`src/rtl/vram_pkg.sv`:
```
// Shared definitions for the VRAM write path: packer FSM states and data widths.
package vram_pkg;
    typedef enum logic {
        IDLE  = 1'b0,
        STALL = 1'b1
    } state_t;

    localparam int DEFAULT_SYNC_STAGES = 2;
    localparam int WORD_W              = 16;
endpackage

```
`src/rtl/strobe_sync.sv`:
```
// Brings the asynchronous active-low host strobe into the clock domain and
// emits a one-cycle event on its synchronised falling edge.
module strobe_sync #(
    parameter int SYNC_STAGES = 2
) (
    input  logic clock,
    input  logic reset,
    input  logic strobe_n,
    output logic event_pulse
);
    logic [SYNC_STAGES-1:0] sync_reg;
    logic                   prev_reg;

    // Idle level is high, so every flop resets to 1 to avoid a spurious edge after reset.
    always_ff @(posedge clock or posedge reset) begin
        if (reset) begin
            sync_reg <= '1;
            prev_reg <= 1'b1;
        end else begin
            sync_reg <= {sync_reg[SYNC_STAGES-2:0], strobe_n};
            prev_reg <= sync_reg[SYNC_STAGES-1];
        end
    end

    assign event_pulse = prev_reg & ~sync_reg[SYNC_STAGES-1];
endmodule

```
`src/rtl/host_write_packer.sv`:
```
// Pairs host low/high byte writes into 16-bit words and pushes them into the
// VRAM write FIFO, stalling the host while the FIFO is full.
module host_write_packer
    import vram_pkg::*;
#(
    parameter int SYNC_STAGES = DEFAULT_SYNC_STAGES
) (
    input  logic              clock,
    input  logic              reset,
    input  logic              host_wr_n,
    input  logic              host_a0,
    input  logic [7:0]        host_data,
    input  logic              fifo_full,
    input  logic              clear_overrun,
    output logic              fifo_wr,
    output logic [WORD_W-1:0] fifo_data,
    output logic              host_ready,
    output logic              overrun,
    output logic [15:0]       words_pushed
);
    logic              event_pulse;
    state_t            state_reg, state_next;
    logic [7:0]        lo_byte_reg, lo_byte_next;
    logic              fifo_wr_reg, fifo_wr_next;
    logic [WORD_W-1:0] fifo_data_reg, fifo_data_next;
    logic              host_ready_reg, host_ready_next;
    logic              overrun_reg, overrun_next;
    logic [15:0]       count_reg, count_next;

    strobe_sync #(
        .SYNC_STAGES(SYNC_STAGES)
    ) u_strobe_sync (
        .clock      (clock),
        .reset      (reset),
        .strobe_n   (host_wr_n),
        .event_pulse(event_pulse)
    );

    always_ff @(posedge clock or posedge reset) begin
        if (reset) begin
            state_reg      <= IDLE;
            lo_byte_reg    <= 8'h00;
            fifo_wr_reg    <= 1'b0;
            fifo_data_reg  <= '0;
            host_ready_reg <= 1'b1;
            overrun_reg    <= 1'b0;
            count_reg      <= 16'h0000;
        end else begin
            state_reg      <= state_next;
            lo_byte_reg    <= lo_byte_next;
            fifo_wr_reg    <= fifo_wr_next;
            fifo_data_reg  <= fifo_data_next;
            host_ready_reg <= host_ready_next;
            overrun_reg    <= overrun_next;
            count_reg      <= count_next;
        end
    end

    always_comb begin
        state_next      = state_reg;
        lo_byte_next    = lo_byte_reg;
        fifo_wr_next    = 1'b0;
        fifo_data_next  = fifo_data_reg;
        host_ready_next = host_ready_reg;
        overrun_next    = overrun_reg & ~clear_overrun;
        count_next      = count_reg;

        case (state_reg)
            IDLE: begin
                if (event_pulse) begin
                    if (!host_a0) begin
                        lo_byte_next = host_data;
                    end else begin
                        fifo_data_next = {host_data, lo_byte_reg};
                        if (fifo_full) begin
                            state_next      = STALL;
                            host_ready_next = 1'b0;
                        end else begin
                            fifo_wr_next = 1'b1;
                            count_next   = count_reg + 16'd1;
                        end
                    end
                end
            end
            STALL: begin
                // The held word stays in fifo_data; any host write here is lost.
                if (!fifo_full) begin
                    fifo_wr_next    = 1'b1;
                    count_next      = count_reg + 16'd1;
                    host_ready_next = 1'b1;
                    state_next      = IDLE;
                end
                if (event_pulse) begin
                    overrun_next = 1'b1;
                end
            end
            default: state_next = IDLE;
        endcase
    end

    assign fifo_wr      = fifo_wr_reg;
    assign fifo_data    = fifo_data_reg;
    assign host_ready   = host_ready_reg;
    assign overrun      = overrun_reg;
    assign words_pushed = count_reg;
endmodule
```
`config.mk`:
```
export PLATFORM = sky130hd
export DESIGN_NAME = host_write_packer
export DESIGN_NICKNAME = d
export VERILOG_FILES = /design/src/rtl/vram_pkg.sv /design/src/rtl/strobe_sync.sv /design/src/rtl/host_write_packer.sv
export SDC_FILE = /design/constraint.sdc
export NUM_CORES = 1
export LEC_CHECK = 0
export ABC_AREA = 1
export BUFFER_PORTS_ARGS = -buffer_cell sky130_fd_sc_hd__buf_2
export CORE_MARGIN = 2
export CORE_UTILIZATION = 35
export DETAILED_ROUTE_END_ITERATION = 12
export GPL_TIMING_DRIVEN = 1
export PLACE_DENSITY = 0.6
export REMOVE_ABC_BUFFERS = 1
export SLEW_MARGIN = 5
export SYNTH_ARGS = -nofsm -noshare
export SYNTH_HDL_FRONTEND = slang
export SYNTH_SLANG_ARGS = --single-unit
```
`constraint.sdc`:
```
create_clock -name clock -period 2.13 [get_ports clock]
set_input_delay 0.213 -clock clock [delete_from_list [all_inputs] [get_ports clock]]
set_output_delay 0.213 -clock clock [all_outputs]
set_load 0.05 [all_outputs]
```
Word level (Yosys, flattened, before mapping) --
Cells that the tools add are included.
Cells by class: reductions and logical operators 4, magnitude comparators 0, eq/ne operators 4, multipliers 0, shift-type cells 0, divide/modulo/power cells 0, multiplexer cells 19, bitwise gates (word level) 6, add/subtract/negate cells 1
Operators with widths (number):
- $mux 16 | 3
- $pmux 16 s2 | 1
- $add 16x1->16 const B | 1
- $mux 1 | 12
- $ne 2x2->1 const B | 4
- $pmux 1 s2 | 3
- $reduce_and 3->1 | 2
- $not 1->1 | 4
- $reduce_and 4->1 | 1
- $and 1x1->1 | 2
- $reduce_and 2->1 | 1
Word-level totals: register bits after elaboration 47, output and inout bits 35, bits of input ports 14, bits in read-only memories 0, bits in latches 0, word-level logic and storage cells 43, RAM bits 0, memories 0

Longest topological paths before layout --
Gate-level depths: netlist of the first run.
depth in word-level cells 5, gate-level depth with buffers 8, depth with buffers taken out 7

Cells and area by module --
Synthesis of the first run repeated with hierarchy kept, for this count alone.
Second synthesis, totals: cell total of the unflattened synthesis 227, area, all modules 2063.2 um^2
Modules (own cells, without submodules):
- host_write_packer | area an instance 1970.6 um^2, cells each 221, sequential area each 1102.3 um^2, times used 1
- strobe_sync | area an instance 92.6 um^2, cells each 6, sequential area each 78.8 um^2, times used 1

Worst setup path after synthesis of the first run --
OpenSTA, ideal clock, no wires.
path type register to register, start reg count_reg[0] (netlist: words_pushed[0]), end reg count_reg[6] (netlist: words_pushed[6]), data required time 1.988 ns, stages on the path, launching flop included 6, path buffers 0, clock period less this slack 1.603 ns, setup time 0.142 ns, arrival 1.461 ns, slack 0.527 ns, cells stage by stage dfrtp_1 > ha_1 > nand3_1 > nor2_1 > nand2_1 > xnor2_1
Between the ends: cells in the longest elaborated chain, start to end 5
RTL lines:
- from (decl) | RTL line host_write_packer.sv:28 | logic [15:0] count_reg, count_next;
- from (signal assigned) | RTL line host_write_packer.sv:55 | count_reg <= count_next;
- $add 16x1->16 * | RTL line host_write_packer.sv:80, host_write_packer.sv:89
- $mux 16 * | RTL line host_write_packer.sv:75, host_write_packer.sv:87
- $mux 16 | RTL line host_write_packer.sv:71 | if (!host_a0) begin
- $mux 16 | RTL line host_write_packer.sv:70 | if (event_pulse) begin
- $pmux 16 s2 * | RTL line host_write_packer.sv:68 | case (state_reg)
Mark *: on every way between the ends. The rest lies on a longest branch, timed or not. The select of a mux whose other input is x is not followed. A chain may end at the register's enable or synchronous reset.

Final worst setup path of the first run --
start reg u_strobe_sync.prev_reg, end reg lo_byte_reg[2]
Between the ends: cells in the longest elaborated chain, start to end 2
RTL lines:
- from (decl) | RTL line strobe_sync.sv:12 | logic prev_reg;
- from (signal assigned) | RTL line strobe_sync.sv:21 | prev_reg <= sync_reg[SYNC_STAGES-1];
- $and 1x1->1 | RTL line strobe_sync.sv:25 | assign event_pulse = prev_reg & ~sync_reg[SYNC_STAGES-1];
- $reduce_and 3->1 (no source line)
- to (signal assigned) | RTL line host_write_packer.sv:50 | lo_byte_reg <= lo_byte_next;
- to (decl) | RTL line host_write_packer.sv:23 | logic [7:0] lo_byte_reg, lo_byte_next;
No other way between the ends.

==> results of run 1 <==
critical path: stages, from the launching register on:
cell                      delay (ns)
sky130_fd_sc_hd__dfstp_2        0.53
sky130_fd_sc_hd__inv_1          0.06
sky130_fd_sc_hd__nor2_4         0.10
sky130_fd_sc_hd__nand3_1        0.38
sky130_fd_sc_hd__nand2_1        0.17
sky130_fd_sc_hd__o21ai_0        0.09
routing by layer:
| layer | up-vias | routed length, um | track usage |
|---|---|---|---|
| li1 | 821 | - | - |
| met1 | 735 | 1809 | 0.1728 |
| met2 | 35 | 1767 | 0.2183 |
| met3 | 5 | 218 | 0.03933 |
| met4 | 0 | 64 | 0.05593 |
| met5 | - | 0 | 0 |
through the flow:
| step | area (um2) | util |
|---|---|---|
| 6_report | 2464 | 0.4420 |
| 2_1_floorplan | 1993 | - |
| 3_3_place_gp | 2359 | 0.4231 |
| 4_1_cts | 2464 | 0.4420 |
| 5_1_grt | 2464 | 0.4420 |
| 3_5_place_dp | 2359 | 0.4231 |
Yosys cell counts, drive strengths merged:
| cell | count | area (um2) |
|---|---|---|
| nand4 | 8 | 50.05 |
| inv | 46 | 172.7 |
| xor2 | 4 | 35.03 |
| o21ai | 26 | 130.1 |
| nor2 | 11 | 48.80 |
| o22ai | 1 | 6.260 |
| nand3 | 12 | 60.06 |
| nor3 | 1 | 5.000 |
| dfstp | 4 | 105.1 |
| ha | 1 | 12.51 |
| xnor2 | 4 | 35.03 |
| a21oi | 1 | 5.000 |
| buf | 6 | 42.54 |
| dfrtp | 43 | 1076 |
| nand2 | 65 | 251.5 |
what timing repair did:
item | CTS | global route
hold buffers | 2 | 0
endpoints found under the hold margin | 44 | 0
setup endpoints to repair | 0 | 0
worst paths after layout:
path | end | depth (start not counted) | slack, ns
setup / recovery | lo_byte_reg[2] | 5 | 0.69
hold / removal | overrun | 2 | 0.09
setup reg to reg | lo_byte_reg[2] | 5 | 0.69
hold reg to reg | u_strobe_sync.sync_reg[1] | 0 | 0.36
max in group asynchronous | host_ready | 4 | 1.38
min in group asynchronous | words_pushed[4] | 4 | 0.48
power groups by stage:
stage / logic, W / registers (W) / clock network (W)
detailed placement: 0.000768 / 0.00116 / 0
finish: 0.000760 / 0.00115 / 0.000524
CTS: 0.000771 / 0.00115 / 0.000554
global route: 0.000826 / 0.00117 / 0.000586
global placement: 0.000756 / 0.00116 / 0
floorplan: 0.000178 / 0.00155 / 0
final cells by class:
type	count	area, um2	share of cell area
well taps	72	90.09	0.03657
flip-flops and latches	47	1181	0.4794
inverters	46	172.7	0.07009
clock buffers	6	72.57	0.02946
repair buffers	53	295.3	0.1199
multi-input cells	134	639.4	0.2595
clock inverters	2	12.51	0.005079
logic make-up (layout without fill, tap and decap cells):
kind of cell / after synthesis / in the layout / synth area share
AOI/OAI and AO/OA: 28 / 28 / 0.06945
xor gates and xnor gates: 8 / 8 / 0.03442
adders and majority gates: 1 / 1 / 0.006145
buffers and inverters: 52 / 107 / 0.1057
DFF: 47 / 47 / 0.5802
and+or+nand+nor: 97 / 97 / 0.2041
==> flow_metrics.py, run 1 <==
metrics = {
    "run_status": {
        "run_status": "finished, final reports clean",
    },
    "critical_path": {
        "cp.required_ns": 2.30,
        "crit_arrival_ns": 1.61,
        "critical_path.max_fanout": 16,
        "crit_path_start": "u_strobe_sync.prev_reg",
        "worstSetupEndpointType": "register",
        "worst_r2r_startpoint": "u_strobe_sync.prev_reg",
        "type_of_the_worst_setup_path": "register to register",
        "element_type_at_the_critical_path_start": "register",
    },
    "drt": {
        "detailedRoute.firstPassIterationCount": 4,
        "drt-wirelength-per-cell_um": 10.72,
        "postRouteAntennaNets": 0,
        "routed_wl_mm": 3.860,
        "drtIter0Drc": 41,
        "via_per_inst": 4.433,
        "route.vias.total": 1596,
        "drc": 0,
    },
    "power_and_ir_drop": {
        "seq_power_share": 0.471,
        "power_density_mw_per_mm2": 986.1,
        "power_w": 0.002429,
        "switching_power_w": 0.0009779,
        "power.combinational.fraction": 0.313,
        "power_report.internal_total_w": 0.001452,
        "sw_frac_of_total": 0.4025,
        "share_of_total_power_in_the_clock_network": 0.216,
        "static-leakage-power_nw": 1.348,
        "irDropWorstVdd_v": 0.0005201,
    },
    "timing": {
        "max-slew-margin-rel": 0.6618,
        "slew_of_the_pin_with_the_lowest_slew_margin_ns": 0.5059,
        "fin_worst_hold_slack_ns": 0.08503,
        "final_hold_viol_count": 0,
        "timing_max_transition_violations_final": 0,
        "final_critical_path_setup_slack_ns": 0.6853,
        "timing.clock.skew_ns": 0.007357,
        "achievable-frequency_mhz": 692.2,
        "layout_min_cycle_time_ns": 1.445,
        "setup_tns_ns": 0,
        "setup-violations-final": 0,
        "rsz0062_at_grt": "no",
        "layout_worst_path_cycle_share": 0.6783,
    },
    "floorplan": {
        "top_level_ports": 49,
        "chip_height_um": 80.27,
        "fp.coreArea_mm2": 0.005574,
        "die_w_um": 80.27,
        "initial_utilization": 0.3652,
        "site_row_count": 27,
        "die_area_mm2": 0.006442,
    },
    "global_route": {
        "gr-usage-all-layers": 0.1364,
        "number_of_global_route_vias_before_repair": 1479,
        "grt_start_max_net_pins": 48,
        "grt_pass1_wl_mm": 6.727,
        "grt_antenna_before_repair": 0,
        "grt-ovfl-total": 0,
    },
    "clock_network": {
        "cts-resized-gates": 0,
        "cts.repair_timing.setup_buffer_count": 0,
        "tritoncts.num_buffers": 5,
        "cts_buffer_depth": 2,
        "clockRootBuffer": "sky130_fd_sc_hd__clkbuf_8",
        "worst_skew_pair.late_latency_ns": 0.30,
        "clock_tree.htree_level_count": 2,
        "clk_pin_slew_worst_paths_ns": 0.09,
        "cts.sink_count": 47,
        "cts_tree": "done",
    },
    "min_path": {
        "worst_hold_startpoint": "clear_overrun",
        "worstHoldPathType": "primary input to register",
    },
    "synth": {
        "synthesis.area_mm2": 0.002036,
        "syn_inst": 233,
        "synth-warning-count": 0,
        "synthesis.area_per_instance_um2": 8.737,
        "netlist-cell-type-count": 19,
        "synthesis_stage_register_bit_count": 47,
        "seq_area_frac_synth": 0.5802,
    },
    "final_layout": {
        "final_cells": 360,
        "share_of_final_layout_standard_cells_stronger_than_drive_strength_1": 0.2257,
        "nNetsFinal": 302,
        "flow.area_growth_from_synthesis_pct": 21.02,
        "commonest_non_fill_non_tap_cell_in_the_layout": "sky130_fd_sc_hd__nand2_1",
        "commonest_non_fill_non_tap_cells_in_the_layout": "sky130_fd_sc_hd__nand2_1 (64), sky130_fd_sc_hd__buf_2 (48), sky130_fd_sc_hd__inv_1 (45)",
        "ant_cells": 0,
        "nFillCells": 583,
    },
    "placed_design": {
        "gpl.final_weighted_congestion": 0.7831,
        "io_buffers": 48,
        "detailed_place_hpwl_mm": 2.775,
        "preCtsSetupSlack_ns": 0.6624,
        "place.detailed.instances": 350,
    },
    "flow_run": {
        "cap_viol_max_count": 0,
    },
}
Note: power is estimated with default switching activity, not from simulation.
==> inputs of run 2 (changes only) <==
Settings changed: PLACE_DENSITY 0.6 to 0.62.
Clock period 2.13 ns to 1.15 ns, I/O delays scaled along.
==> run 2 against run 1 <==
The flow now finishes with violations (negative setup slack). Worst hold slack lost 0.014 ns. Total power grew 97%. Design area grew 13%. Highest routed layer unchanged. Worst setup slack lost 0.84 ns. Wire length grew 12%. Die area is the same. Fmax grew 11%. Cell count grew 5.0%. Non-clock buffer count grew 15. Flip-flop and latch count is the same. Largest cell class unchanged.
==> flow_metrics.py, run 2 (synthesized netlist as in run 1, its figures left out) <==
metrics = {
    "run_status": {
        "run_status": "finished with violations",
        "failed_checks": "negative setup slack",
    },
    "clock_network": {
        "clk_pin_slew_worst_paths_ns": 0.09,
        "clockRootBuffer": "sky130_fd_sc_hd__clkbuf_8",
        "cts.sink_count": 47,
        "cts_buffer_depth": 2,
        "clock_tree.htree_level_count": 2,
        "tritoncts.num_buffers": 5,
        "cts_tree": "done",
        "worst_skew_pair.late_latency_ns": 0.29,
    },
    "global_route": {
        "grt_start_max_net_pins": 35,
        "number_of_global_route_vias_before_repair": 1522,
        "gr-usage-all-layers": 0.1400,
        "grt_pass1_wl_mm": 7.051,
        "grt-ovfl-total": 0,
        "grt_antenna_before_repair": 0,
    },
    "drt": {
        "route.vias.total": 1679,
        "postRouteAntennaNets": 0,
        "detailedRoute.firstPassIterationCount": 4,
        "via_per_inst": 4.442,
        "drtIter0Drc": 53,
        "routed_wl_mm": 4.309,
        "drc": 0,
        "drt-wirelength-per-cell_um": 11.40,
    },
    "final_layout": {
        "final_cells": 378,
        "commonest_non_fill_non_tap_cells_in_the_layout": "sky130_fd_sc_hd__nand2_1 (55), sky130_fd_sc_hd__inv_1 (43), sky130_fd_sc_hd__dfrtp_1 (43)",
        "final_core_util": 0.4990,
        "fin_area_mm2": 0.002781,
        "nFillCells": 527,
        "commonest_non_fill_non_tap_cell_in_the_layout": "sky130_fd_sc_hd__nand2_1",
        "flow.area_growth_from_synthesis_pct": 36.63,
        "nNetsFinal": 320,
        "share_of_final_layout_standard_cells_stronger_than_drive_strength_1": 0.3333,
        "ant_cells": 0,
    },
    "placed_design": {
        "io_buffers": 48,
        "place.detailed.instances": 363,
        "dpl_cell_area_mm2": 0.002481,
        "gpl.final_weighted_congestion": 0.7670,
        "detailed_place_hpwl_mm": 2.804,
    },
    "critical_path": {
        "cp_slowest_cell": "sky130_fd_sc_hd__dfstp_2",
        "worst_path_largest_cell_delay_ns": 0.53,
        "critical_path.max_fanout": 6,
        "type_of_the_worst_setup_path": "register to register",
        "element_type_at_the_critical_path_start": "register",
        "worst_r2r_startpoint": "u_strobe_sync.prev_reg",
        "worstSetupEndpointType": "register",
        "crit_path_start": "u_strobe_sync.prev_reg",
        "critical_path.cell_chain": "inv_2, nor2_4, nand2_4, nand2_8, nand2_2, xor2_1",
        "crit_arrival_ns": 1.49,
        "cp.required_ns": 1.34,
    },
    "floorplan": {
        "die_area_mm2": 0.006442,
        "site_row_count": 27,
        "die_w_um": 80.27,
        "top_level_ports": 49,
        "fp.coreArea_mm2": 0.005574,
        "chip_height_um": 80.27,
        "initial_utilization": 0.3652,
    },
    "flow_run": {
        "cap_viol_max_count": 0,
    },
    "timing": {
        "setup-violations-final": 43,
        "achievable-frequency_mhz": 769.2,
        "slew_of_the_pin_with_the_lowest_slew_margin_ns": 0.3358,
        "max-slew-margin-rel": 0.7758,
        "final_hold_viol_count": 0,
        "rsz0062_at_grt": "yes",
        "fin_worst_hold_slack_ns": 0.07080,
        "final_critical_path_setup_slack_ns": -0.1500,
        "timing_max_transition_violations_final": 0,
        "layout_worst_path_cycle_share": 1.130,
        "timing.clock.skew_ns": 0.003812,
        "setup_tns_ns": -3.824,
        "layout_min_cycle_time_ns": 1.300,
    },
    "power_and_ir_drop": {
        "static-leakage-power_nw": 1.512,
        "sw_frac_of_total": 0.3936,
        "power.combinational.fraction": 0.361,
        "power_report.internal_total_w": 0.002902,
        "power_density_mw_per_mm2": 1720,
        "seq_power_share": 0.438,
        "share_of_total_power_in_the_clock_network": 0.202,
        "irDropWorstVdd_v": 0.0009379,
        "switching_power_w": 0.001883,
    },
    "min_path": {
        "worstHoldPathType": "primary input to register",
        "worst_hold_startpoint": "host_data[7]",
    },
}
[run 2: cell types whose count changed in the layout (fill, tap and decap cells not counted), moves of 3 or more]
cell                       delta
sky130_fd_sc_hd__nand2_2      +7
sky130_fd_sc_hd__buf_2        -9
sky130_fd_sc_hd__nand2_1      -9
sky130_fd_sc_hd__buf_6        +5
sky130_fd_sc_hd__o21ai_0     -12
sky130_fd_sc_hd__nand3_2      +5
sky130_fd_sc_hd__clkbuf_4     +5
sky130_fd_sc_hd__nand3_1      -5
sky130_fd_sc_hd__o21ai_1     +12
sky130_fd_sc_hd__buf_4       +10
sky130_fd_sc_hd__nand2_4      +3
[run 2: final timing paths]
kind	endpoint	slack (ns)	cells past startpoint
worst min-delay path	fifo_data[15]	0.07	3
max in group asynchronous	fifo_data[3]	0.42	4
worst min register to register	u_strobe_sync.sync_reg[1]	0.36	0
worst max register to register	words_pushed[8]	-0.15	6
min in group asynchronous	fifo_data[8]	0.32	3
worst max-delay path	words_pushed[8]	-0.15	6
[run 2: power groups by stage]
stage | logic [W] | registers [W] | clock network, W
final | 0.00173 | 0.00209 | 0.000965
after global routing | 0.00184 | 0.00213 | 0.00107
after CTS | 0.00167 | 0.00209 | 0.00101
after detailed placement | 0.00156 | 0.00212 | 0
after global placement | 0.00154 | 0.00211 | 0
after floorplan | 0.000331 | 0.00288 | 0
[run 2: layer usage]
layer  up-vias  track usage  part of all wire
met5         -            0                 0
met4         0      0.03051            0.0093
met3         4      0.03708             0.048
met2        39       0.2317              0.48
met1       772       0.1842              0.47
li1        864            -                 -
[run 2: final cells by class]
| cell class | count | area, um2 | share of cell area |
|---|---|---|---|
| flip-flops and latches | 47 | 1181 | 0.4246 |
| inverters | 46 | 172.7 | 0.06208 |
| clock inverters | 2 | 12.51 | 0.004498 |
| multi-input cells | 137 | 768.2 | 0.2762 |
| repair buffers | 68 | 484.2 | 0.1741 |
| well taps | 72 | 90.09 | 0.03239 |
| clock buffers | 6 | 72.57 | 0.02609 |
[run 2: repair_timing]
action / in CTS / in global routing
pin swaps: 10 / 4
hold buffers: 3 / 0
hold endpoints to repair: 10 / 0
resized for setup: 33 / 23
setup endpoints to repair: 47 / 52
cloned: 3 / 0
buffers inserted: 0 / 1
[run 2: critical path, delay by kind of cell (launching register included)]
kind / cells / cell delay [ns]
buffers and inverters: 1 / 0.04
DFF: 1 / 0.53
xor gates and xnor gates: 1 / 0.13
and+or+nand+nor: 4 / 0.50
[run 2: per-stage QoR]
step	setup slack (ns)	total power, W
floorplan	-0.4544	0.003207
global placement	-0.1772	0.003657
detailed placement	-0.2213	0.003677
CTS	-0.1448	0.004774
global route	-0.2134	0.005032
finish	-0.1500	0.004785
==> inputs of run 3 (changes only) <==
Settings changed: CORE_UTILIZATION 35 to 30, PLACE_DENSITY 0.62 to 0.54.
Clock period 1.15 ns to 1.7 ns, I/O delays scaled along.
==> run 3 against run 2 <==
The run now ends clean. Non-clock buffer count decreased by 15. Sequential power is 32% lower. Fmax is 4.8% lower. Design area down 10%. Global-route usage is 2.3 points lower. Critical endpoint is now words_pushed[7].
==> flow_metrics.py, run 3 (synthesized netlist as in run 1, its figures left out) <==
metrics = {
    "clock_network": {
        "clockRootBuffer": "sky130_fd_sc_hd__clkbuf_8",
        "cts_tree": "done",
        "tritoncts.num_buffers": 5,
        "cts.repair_timing.setup_buffer_count": 0,
        "clock_tree.htree_level_count": 2,
        "worst_skew_pair.late_latency_ns": 0.30,
        "cts.sink_count": 47,
        "cts-resized-gates": 0,
        "cts_buffer_depth": 2,
        "clk_pin_slew_worst_paths_ns": 0.08,
        "cts-hold-fix-buffers": 2,
    },
    "critical_path": {
        "element_type_at_the_critical_path_start": "register",
        "crit_arrival_ns": 1.55,
        "cp.required_ns": 1.89,
        "critical_path.max_fanout": 25,
        "worstSetupEndpointType": "register",
        "type_of_the_worst_setup_path": "register to register",
    },
    "timing": {
        "timing_max_transition_violations_final": 0,
        "timing.clock.skew_ns": 0.009029,
        "achievable-frequency_mhz": 732.1,
        "slew_of_the_pin_with_the_lowest_slew_margin_ns": 0.4138,
        "layout_min_cycle_time_ns": 1.366,
        "final_hold_viol_count": 0,
        "setup_tns_ns": 0,
        "fin_worst_hold_slack_ns": 0.04437,
        "rsz0062_at_grt": "no",
        "layout_worst_path_cycle_share": 0.8034,
        "setup-violations-final": 0,
        "max-slew-margin-rel": 0.7238,
    },
    "final_layout": {
        "nFillCells": 726,
        "commonest_non_fill_non_tap_cell_in_the_layout": "sky130_fd_sc_hd__nand2_1",
        "multi_input_gate_area_in_the_final_layout_um2": 639.4,
        "register_area_mm2": 0.001181,
        "share_of_final_layout_standard_cells_stronger_than_drive_strength_1": 0.2257,
        "flow.area_growth_from_synthesis_pct": 22.74,
        "ant_cells": 0,
        "nNetsFinal": 302,
        "commonest_non_fill_non_tap_cells_in_the_layout": "sky130_fd_sc_hd__nand2_1 (64), sky130_fd_sc_hd__buf_2 (48), sky130_fd_sc_hd__inv_1 (45)",
    },
    "placed_design": {
        "detailed_place_hpwl_mm": 2.792,
        "gpl.final_weighted_congestion": 0.7670,
        "io_buffers": 48,
    },
    "drt": {
        "drc": 0,
        "route.vias.total": 1570,
        "drt-wirelength-per-cell_um": 10.51,
        "postRouteAntennaNets": 0,
        "routed_wl_mm": 3.869,
        "drtIter0Drc": 38,
        "via_per_inst": 4.266,
        "detailedRoute.firstPassIterationCount": 4,
    },
    "power_and_ir_drop": {
        "power_density_mw_per_mm2": 1282,
        "irDropWorstVdd_v": 0.0006010,
        "power_w": 0.003203,
        "static-leakage-power_nw": 1.358,
    },
    "global_route": {
        "gr-usage-all-layers": 0.1174,
        "grt_antenna_before_repair": 0,
        "grt_pass1_wl_mm": 6.955,
        "grt_start_max_net_pins": 35,
        "number_of_global_route_vias_before_repair": 1571,
        "grt-ovfl-total": 0,
    },
    "run_status": {
        "run_status": "finished, final reports clean",
    },
    "floorplan": {
        "die_area_mm2": 0.007461,
        "site_row_count": 30,
        "chip_height_um": 86.38,
        "initial_utilization": 0.3047,
        "fp.coreArea_mm2": 0.006681,
        "top_level_ports": 49,
        "die_w_um": 86.38,
    },
    "flow_run": {
        "cap_viol_max_count": 0,
    },
    "min_path": {
        "worstHoldPathType": "primary input to register",
    },
}
-- run 3: cell types whose count changed in the layout (fill, tap and decap cells not counted), sizes merged --
cell         change
dlygate4sd3      -1
clkbuf           -5
nand2            -3
buf              -9
clkinv           -1
bufinv           +1
-- run 3: path summary, 6_finish.rpt --
check	startpoint	to	slack, ns	cells past startpoint
max	u_strobe_sync.prev_reg	words_pushed[7]	0.33	6
max reg2reg	u_strobe_sync.prev_reg	words_pushed[7]	0.33	6
min	clear_overrun	overrun	0.04	2
max in group asynchronous	reset	words_pushed[12]	0.80	4
min in group asynchronous	reset	fifo_data[14]	0.40	3
min reg2reg	u_strobe_sync.sync_reg[0]	u_strobe_sync.sync_reg[1]	0.36	0
-- run 3: metrics by stage --
stage | setup WS [ns] | instance area (um2) | util | std cells
2_1_floorplan | 0.09555 | 1993 | - | 227
3_3_place_gp | 0.3644 | 2369 | 0.3545 | 358
3_5_place_dp | 0.3351 | 2369 | 0.3545 | 358
4_1_cts | 0.3184 | 2499 | 0.3740 | 368
5_1_grt | 0.1854 | 2499 | 0.3740 | 368
6_report | 0.3341 | 2499 | 0.3740 | 368
-- run 3: area by class of cell --
| cell class | instances | area share |
|---|---|---|
| Clock inverter | 2 | 0.01502 |
| Inverter | 46 | 0.06910 |
| Clock buffer | 6 | 0.02904 |
| Multi-Input combinational cell | 134 | 0.2559 |
| Timing Repair Buffer | 53 | 0.1182 |
| Tap cell | 80 | 0.04006 |
| Sequential cell | 47 | 0.4727 |
-- run 3: worst max-delay path, stage by stage, from the launching register on --
cell and delay (ns):
sky130_fd_sc_hd__dfstp_2 0.52, sky130_fd_sc_hd__inv_1 0.06, sky130_fd_sc_hd__nor2_4 0.10, sky130_fd_sc_hd__nand2_1 0.11, sky130_fd_sc_hd__nand2_4 0.22, sky130_fd_sc_hd__nand2_1 0.10
sky130_fd_sc_hd__xor2_1 0.15
-- run 3: where the power goes --
group / internal, W / switching [W] / leakage (nW) / total, W
registers: 0.00131 / 0.000127 / 0.592 / 0.00143
clock network: 0.000439 / 0.000375 / 0.0514 / 0.000813
logic: 0.000226 / 0.000731 / 0.714 / 0.000958
-- run 3: per-layer routing --
metal  wire, um  vias to the layer above  track usage
met5          0                        -            0
met4         32                        0      0.03835
met3        268                        4      0.04571
met2       1763                       41       0.1916
met1       1805                      706       0.1427
li1           -                      819            -
